**config.mk**
```make
export PLATFORM = sky130hd
export DESIGN_NAME = rr_arbiter8
export DESIGN_NICKNAME = d
export VERILOG_FILES = /design/src/rtl/arb_pkg.sv /design/src/rtl/prio_enc_n.sv /design/src/rtl/rr_arbiter8.sv
export SDC_FILE = /design/constraint.sdc
export NUM_CORES = 1
export LEC_CHECK = 0
export ABC_AREA = 0
export CAP_MARGIN = 10
export CORE_ASPECT_RATIO = 0.6
export CORE_MARGIN = 2
export CORE_UTILIZATION = 55
export CTS_CLUSTER_DIAMETER = 40
export DETAILED_ROUTE_END_ITERATION = 8
export HOLD_SLACK_MARGIN = 0.05
export PLACE_DENSITY = 0.84
export SLEW_MARGIN = 20
export SYNTH_ARGS = -nofsm -noshare
export SYNTH_HDL_FRONTEND = slang
export SYNTH_HIERARCHICAL = 1
export SYNTH_SLANG_ARGS = --single-unit
```
**constraint.sdc**
```tcl
create_clock -name clk -period 7.4 [get_ports clk]
set_clock_uncertainty 0.05 [all_clocks]
set_input_delay 1.48 -clock clk [delete_from_list [all_inputs] [get_ports clk]]
set_output_delay 1.48 -clock clk [all_outputs]
set_load 0.05 [all_outputs]
```
**src/rtl/arb_pkg.sv**
```systemverilog
// Shared types, sizes and the request-rotation helper for the round-robin arbiter.
package arb_pkg;

  localparam int ARB_N     = 8;
  localparam int ARB_IDX_W = 3;

  typedef enum logic {S_IDLE, S_GRANT} arb_state_t;

  // rot[k] = req[(ptr+k) mod n]; bits at or above n are zero so smaller arbiters reuse it.
  function automatic logic [ARB_N-1:0] rot_req(input logic [ARB_N-1:0]     req,
                                               input logic [ARB_IDX_W-1:0] ptr,
                                               input int                   n);
    logic [ARB_N-1:0]     rot;
    logic [ARB_IDX_W-1:0] src;
    rot = '0;
    for (int k = 0; k < ARB_N; k++) begin
      if (k < n) begin
        src    = ARB_IDX_W'((int'(ptr) + k) % n);
        rot[k] = req[src];
      end
    end
    return rot;
  endfunction

endpackage

```
**src/rtl/prio_enc_n.sv**
```systemverilog
// Combinational priority encoder: the highest set input bit wins.
module prio_enc_n #(
  parameter int N     = 8,
  parameter int IDX_W = $clog2(N)
) (
  input  logic [N-1:0]     in,
  output logic [IDX_W-1:0] idx,
  output logic             any
);

  always_comb begin
    idx = '0;
    for (int i = 0; i < N; i++) begin
      if (in[i]) idx = IDX_W'(i);
    end
  end

  assign any = |in;

endmodule

```
**src/rtl/rr_arbiter8.sv**
```systemverilog
// Round-robin arbiter with registered one-hot grant, hold-until-release and an
// optional hold-time limit that revokes a grant after MAX_HOLD cycles.
module rr_arbiter8
  import arb_pkg::*;
#(
  parameter int N        = ARB_N,
  parameter int IDX_W    = $clog2(N),
  parameter int MAX_HOLD = 16
) (
  input  logic             clk,
  input  logic             rst_n,
  input  logic             en,
  input  logic [N-1:0]     req,
  input  logic             done,
  output logic [N-1:0]     gnt,
  output logic [IDX_W-1:0] gnt_idx,
  output logic             gnt_vld,
  output logic             timeout
);

  localparam int HC_W = (MAX_HOLD > 0) ? $clog2(MAX_HOLD + 1) : 1;
  localparam logic [HC_W-1:0] HOLD_LAST = (MAX_HOLD > 0) ? HC_W'(MAX_HOLD - 1) : '0;

  arb_state_t       state_q, state_d;
  logic [IDX_W-1:0] ptr_q, ptr_d;
  logic [HC_W-1:0]  hold_cnt_q, hold_cnt_d;
  logic [N-1:0]     gnt_q, gnt_d;
  logic [IDX_W-1:0] gnt_idx_q, gnt_idx_d;
  logic             gnt_vld_q, gnt_vld_d;
  logic             timeout_q, timeout_d;

  logic [ARB_N-1:0] rot_full;
  logic [N-1:0]     rot;
  logic [IDX_W-1:0] enc_idx;
  logic             req_any;
  logic [IDX_W-1:0] winner;
  logic             rel_other;
  logic             rel_limit;

  assign rot_full = rot_req(ARB_N'(req), ARB_IDX_W'(ptr_q), N);
  assign rot      = rot_full[N-1:0];

  prio_enc_n #(.N(N), .IDX_W(IDX_W)) u_enc (
    .in  (rot),
    .idx (enc_idx),
    .any (req_any)
  );

  // N is a power of two, so IDX_W-bit addition is already mod N.
  assign winner    = ptr_q + enc_idx;
  assign rel_other = done | ~req[gnt_idx_q] | ~en;
  assign rel_limit = (MAX_HOLD != 0) && (hold_cnt_q == HOLD_LAST);

  always_comb begin
    // NOTE: every next-state signal gets a default first so no path infers a latch.
    state_d    = state_q;
    ptr_d      = ptr_q;
    hold_cnt_d = hold_cnt_q;
    gnt_d      = gnt_q;
    gnt_idx_d  = gnt_idx_q;
    gnt_vld_d  = gnt_vld_q;
    timeout_d  = 1'b0;
    case (state_q)
      S_IDLE: begin
        if (en && req_any) begin
          state_d    = S_GRANT;
          gnt_d      = N'(1) << winner;
          gnt_idx_d  = winner;
          gnt_vld_d  = 1'b1;
          hold_cnt_d = '0;
        end else begin
          gnt_d     = '0;
          gnt_vld_d = 1'b0;
        end
      end
      S_GRANT: begin
        if (rel_other || rel_limit) begin
          state_d   = S_IDLE;
          gnt_d     = '0;
          gnt_vld_d = 1'b0;
          ptr_d     = gnt_idx_q;
          timeout_d = rel_limit && !rel_other;
        end else if (hold_cnt_q != '1) begin
          hold_cnt_d = hold_cnt_q + 1'b1;
        end
      end
    endcase
  end

  always_ff @(posedge clk or negedge rst_n) begin
    // NOTE: state registers use non-blocking assignments so all update together at the edge.
    if (!rst_n) begin
      state_q    <= S_IDLE;
      ptr_q      <= '0;
      hold_cnt_q <= '0;
      gnt_q      <= '0;
      gnt_idx_q  <= '0;
      gnt_vld_q  <= 1'b0;
      timeout_q  <= 1'b0;
    end else begin
      state_q    <= state_d;
      ptr_q      <= ptr_d;
      hold_cnt_q <= hold_cnt_d;
      gnt_q      <= gnt_d;
      gnt_idx_q  <= gnt_idx_d;
      gnt_vld_q  <= gnt_vld_d;
      timeout_q  <= timeout_d;
    end
  end

  assign gnt     = gnt_q;
  assign gnt_idx = gnt_idx_q;
  assign gnt_vld = gnt_vld_q;
  assign timeout = timeout_q;

endmodule

```
After elaboration in Yosys (flattened, before gate mapping)
Index checks and enable logic that the tools add are counted.
- output and inout port bits: 13
- logic and storage cells: 84
- input port bits: 12
- register bits after elaboration: 22
- $lt $le $gt $ge: 9
- reduce and logical (&&, ||, !) cells: 8
- shift operators: 1
- multiplexer cells: 39
- eq/ne operators: 6
- bitwise gates (word level): 5
- add/subtract/negate cells: 9
- operator list (kind ; number):
    3-bit by 4-bit < comparator with 1-bit output (second input constant) ; 9
    1-bit binary-select mux with 3-bit select ; 9
    8-bit 2-to-1 mux ; 2
    8-bit one-hot mux with 2 select lines ; 1
    1-bit 2-to-1 mux ; 15
    5-bit 2-to-1 mux ; 3
    3-bit adder (second input constant) ; 4
    3-bit 2-to-1 mux ; 4
    5-bit one-hot mux with 2 select lines ; 1
    8-bit OR reduction ; 1
    1-bit by 3-bit left shift with 8-bit output (first input constant) ; 1
    3-bit by 2-bit adder with 3-bit output (second input constant) ; 2
    5-bit by 1-bit adder with 5-bit output (second input constant) ; 1
    5-bit by 4-bit == test with 1-bit output (second input constant) ; 1
    5-bit != test (second input constant) ; 1
    2-bit 2-to-1 mux ; 2
    2-bit by 1-bit != test with 1-bit output (second input constant) ; 2
    2-bit != test (second input constant) ; 2
    1-bit one-hot mux with 2 select lines ; 2
    2-bit AND reduction ; 2
    3-bit by 1-bit adder with 3-bit output (second input constant) ; 1
    3-bit adder ; 1
    1-bit NOT ; 3
    3-bit AND reduction ; 1
    other kinds (4) ; 6

Logic depth before layout (Yosys ltp)
- depth after elaboration: 14
- mapped depth: 15
- depth with buffers taken out: 14

Cells and area by module
Netlist, hierarchy kept.
- by module, submodules not included (module ; instances ; cells an instance ; area an instance (µm²) ; seq. area each (µm²)):
    rr_arbiter8 ; 1 ; 137 ; 1445.1 ; 550.5
    prio_enc_n ; 1 ; 12 ; 66.3 ; 0.0

Worst setup path before layout
No wires, ideal clock.
- kind: input port to flip-flop
- start: in req[2]
- end: reg gnt_q[4] (netlist: gnt[4])
- arrival: 3634 ps
- library setup time: 122 ps
- stages: 9
- data required time: 7228 ps
- slack: 3594 ps
- buffers on the path: 0
- cells stage by stage: mux4_2 mux2_2 o31ai_1 inv_1 fa_1 xor2_1 xnor2_1 and2_1 a32o_1
- elaborated cells between the ends (all ways): 36
- those cells by class: add/sub (1); eq/ne (1); shift (1); mux (27); bitwise (3); reduce/logical (3)
- RTL lines (what ; line ; RTL):
    from (decl) ; rr_arbiter8.sv:13 ; input logic [N-1:0] req,
    1-bit binary-select mux with 3-bit select ; arb_pkg.sv:19 ; rot[k] = req[src];
    1-bit 2-to-1 mux (implied by the code) ; arb_pkg.sv:19 ;
    net rot[5] ; rr_arbiter8.sv:33 ; logic [N-1:0] rot;
    3-bit 2-to-1 mux (3 in a row) ; prio_enc_n.sv:14 ; if (in[i]) idx = IDX_W'(i);
    net enc_idx[1] ; rr_arbiter8.sv:34 ; logic [IDX_W-1:0] enc_idx;
    3-bit adder ; rr_arbiter8.sv:50 ; assign winner = ptr_q + enc_idx;
    1-bit by 3-bit left shift with 8-bit output ; rr_arbiter8.sv:67 ; gnt_d = N'(1) << winner;
    8-bit 2-to-1 mux ; rr_arbiter8.sv:65 ; if (en && req_any) begin
    8-bit one-hot mux with 2 select lines ; rr_arbiter8.sv:63 ; case (state_q)
    to (signal assigned) ; rr_arbiter8.sv:104 ; gnt_q <= gnt_d;
    to (decl) ; rr_arbiter8.sv:27 ; logic [N-1:0] gnt_q, gnt_d;
The timed path passes the listed nets, and every way through them passes these cells. The select of a mux whose other input is x is not followed.
A chain may end at the register's enable or synchronous reset.

Worst setup path in the final report
- start: in req[5]
- end: reg gnt_q[3] (netlist: gnt[3])
- elaborated cells between the ends (all ways): 36
- those cells by class: add/sub (1); eq/ne (1); shift (1); mux (27); bitwise (3); reduce/logical (3)
- RTL lines (what ; line):
    1-bit binary-select mux with 3-bit select ; arb_pkg.sv:19
    1-bit 2-to-1 mux (implied by the code) ; arb_pkg.sv:19
    net rot[4] ; rr_arbiter8.sv:33
    3-bit 2-to-1 mux (4 in a row) ; prio_enc_n.sv:14
    net enc_idx[0] ; rr_arbiter8.sv:34
    3-bit adder ; rr_arbiter8.sv:50
    1-bit by 3-bit left shift with 8-bit output ; rr_arbiter8.sv:67
    8-bit 2-to-1 mux ; rr_arbiter8.sv:65
    8-bit one-hot mux with 2 select lines ; rr_arbiter8.sv:63
The timed path passes the listed nets, and every way through them passes these cells. The select of a mux whose other input is x is not followed.

==> reports/results.txt <==
Cell with the most instances after synthesis = dfrtp_1
TritonRoute pass-1 iters = 4
Largest cells by area after synthesis = dfrtp_1 36%, mux2i_1 7.3%, mux4_2 6.0%, ha_1 5.0%, mux2_2 4.5%
Crit end category = flip-flop
Tightest Hold Check Type = reg -> reg
Final HPWL DP = 2.93 mm
Placed cell area = 1760 sq um
Vias per cell = 6.23
Hold Violations, Final = 0
Worst Reg-to-Reg Cells = 11
Largest net degree at the start of global routing = 23
RSZ-0062 raised after global routing = false
Final min period = 4360 ps
WP data required = 7550 ps
Synth unique cells = 41
Critical path class = in -> reg
Die Y-Extent = 44.6 um
Post CTS Setup Buffer Count = 0
Detailed Route WL = 3.83 mm
IO Port Bufs = 24
CTS tree = built
Syn Area/Cell = 10.1 sq um
Cells after DPL = 199
Outcome = complete, no violations
Core area = 2560 sq um
Area Growth Syn to Fin = 18.8%
Synth area leader = dfrtp_1
P_leak = 0.816 nW
Worst Setup Start Kind = input port
Global-route wire length before repair = 6.18 mm
Vias in the first global route = 1,248
Share of cells above drive strength 1 = 13.5%
Met1 wire length = 1.74 mm
Clock Sinks = 22
Post-synth top flop = dfrtp_1
Syn Nets = 168
Site Rows = 14
Mapped Cells = 149
Fin nets = 191
Clock-pin slew on the worst setup and hold paths = 70 ps
Met2 wire length = 1.80 mm
Post-synth ARST share = 100%
I/O pin total = 25
CTS buffer count = 3
Max Fclk = 229 MHz
GP Congestion = 0.927
Post-Synthesis Cell Area = 1510 sq um
Slew @ Worst Pin = 519 ps
GRT Total Usage = 26.5%
Slew Limit Headroom = 65.4%
CP max FO = 5
Final instance area = 1800 sq um
Final setup vio count = 0
Period utilisation layout = 58.9%
Number of flops mapped to enable cells by yosys = 0
DIE WIDTH = 71.7 um
Register area share after synthesis = 36.4%
Initial DRC count = 78
WL met3 = 222 um
Crit path DAT = 4510 ps
PwrDens = 485 nW/um^2
Total grt overflow = 0
Worst Hold Depth = 1
Clk_lat worst skew = 260 ps
YS warnings = 6
DRC = 0
Top Layer Used = met4
Clock Tree Root = clkbuf_8
Max-slew violations = 0
Post-Layout Cell Count = 202
Via count = 1,259
Synth Register Bits = 22
Clock Tree Buf Depth = 2
Max H-tree Level = 1
Die area = 3200 sq um
WL/cell = 19.0 um
Post-CTS sizing = 0
Hold_buf cts = 0
Remaining antenna violation count = 0
Max Cap Viol = 0
Design Power = 0.871 mW
VDD IR max = 0.378 mV
Initial antenna violation count = 0
Initial core utilization = 59.1%
Setup_tns = 0 ps
Post-synth top area share = 36.4%
Commonest cells post-synth = 22 x dfrtp_1, 14 x nand2_1, 12 x inv_1
Inserted Diodes = 0
layer usage:
metal  vias to the layer above  global-route usage (%)
li1                        584                       -
met1                       624                    35.5
met2                        43                    42.8
met3                         8                    7.52
met4                         0                    7.55
met5                         -                       0
per-stage QoR:
| step | utilization (%) | hold slack [ps] | worst slack [ps] |
|---|---|---|---|
| 2_1_floorplan | - | 450 | 3590 |
| 3_3_place_gp | 68.8 | 410 | 3000 |
| 3_5_place_dp | 68.8 | 420 | 2820 |
| 4_1_cts | 70.4 | 439 | 3070 |
| 5_1_grt | 70.2 | 470 | 2910 |
| 6_report | 70.2 | 445 | 3040 |
worst max-delay path: stages:
cell,delay [ps]
clkdlybuf4s50_1,480
mux2_2,310
o21ai_0,270
mux2i_1,190
o31ai_2,280
ha_1,180
inv_1,50
fa_1,370
xor2_1,170
xnor2_1,160
nor2_1,350
a32o_1,230
flip-flops by register name, summed over array words and instances (netlist names):
register    flops
gnt             8
hold_cnt_q      5
gnt_idx         3
ptr_q           3
gnt_vld         1
state_q         1
timeout         1
cell type report:
type,instances,area (sq um)
fill,198,762
sequential,22,551
timing repair buffer,24,235
multi-input combinational,108,880
inverter,13,48.8
tap,32,40.0
clock buffer,3,41.3
cells in the final DEF (no fill, tap or decap), drive strengths merged, types with 3 or more instances in the layout:
cell	netlist	routed
mux2	8	8
mux2i	11	11
mux4	4	4
a21oi	3	3
dfrtp	22	22
a32o	6	6
o31ai	3	3
nand3	5	5
and3	3	3
clkdlybuf4s50	0	23
inv	13	13
xor2	4	4
nor2	12	12
ha	6	6
nand4	3	3
nand2	14	14
clkbuf	3	3
o21ai	7	7
final timing paths:
check / startpoint / to / slack (ps)
min: gnt[1] / gnt[1] / 450
min reg2reg: gnt[1] / gnt[1] / 450
min in group asynchronous: rst_n / timeout / 1110
max reg2reg: ptr_q[0] / gnt[3] / 3490
max in group asynchronous: rst_n / state_q / 5850
max: req[5] / gnt[3] / 3040
where the power goes:
part           internal, mW  switching (mW)
clock                0.0364          0.0375
combinational         0.247           0.345
sequential            0.149          0.0559
cells by family after synthesis:
logic type	synth area share (%)
AND/OR/NAND/NOR	14.1
AO/OA/AOI/OAI	15.2
multiplexers	19.7
flip-flops	36.4
buffers and inverters	5.38
adder cells (fa/ha/maj)	6.29
XOR/XNOR	2.90
(Power assumes the default switching activity.)
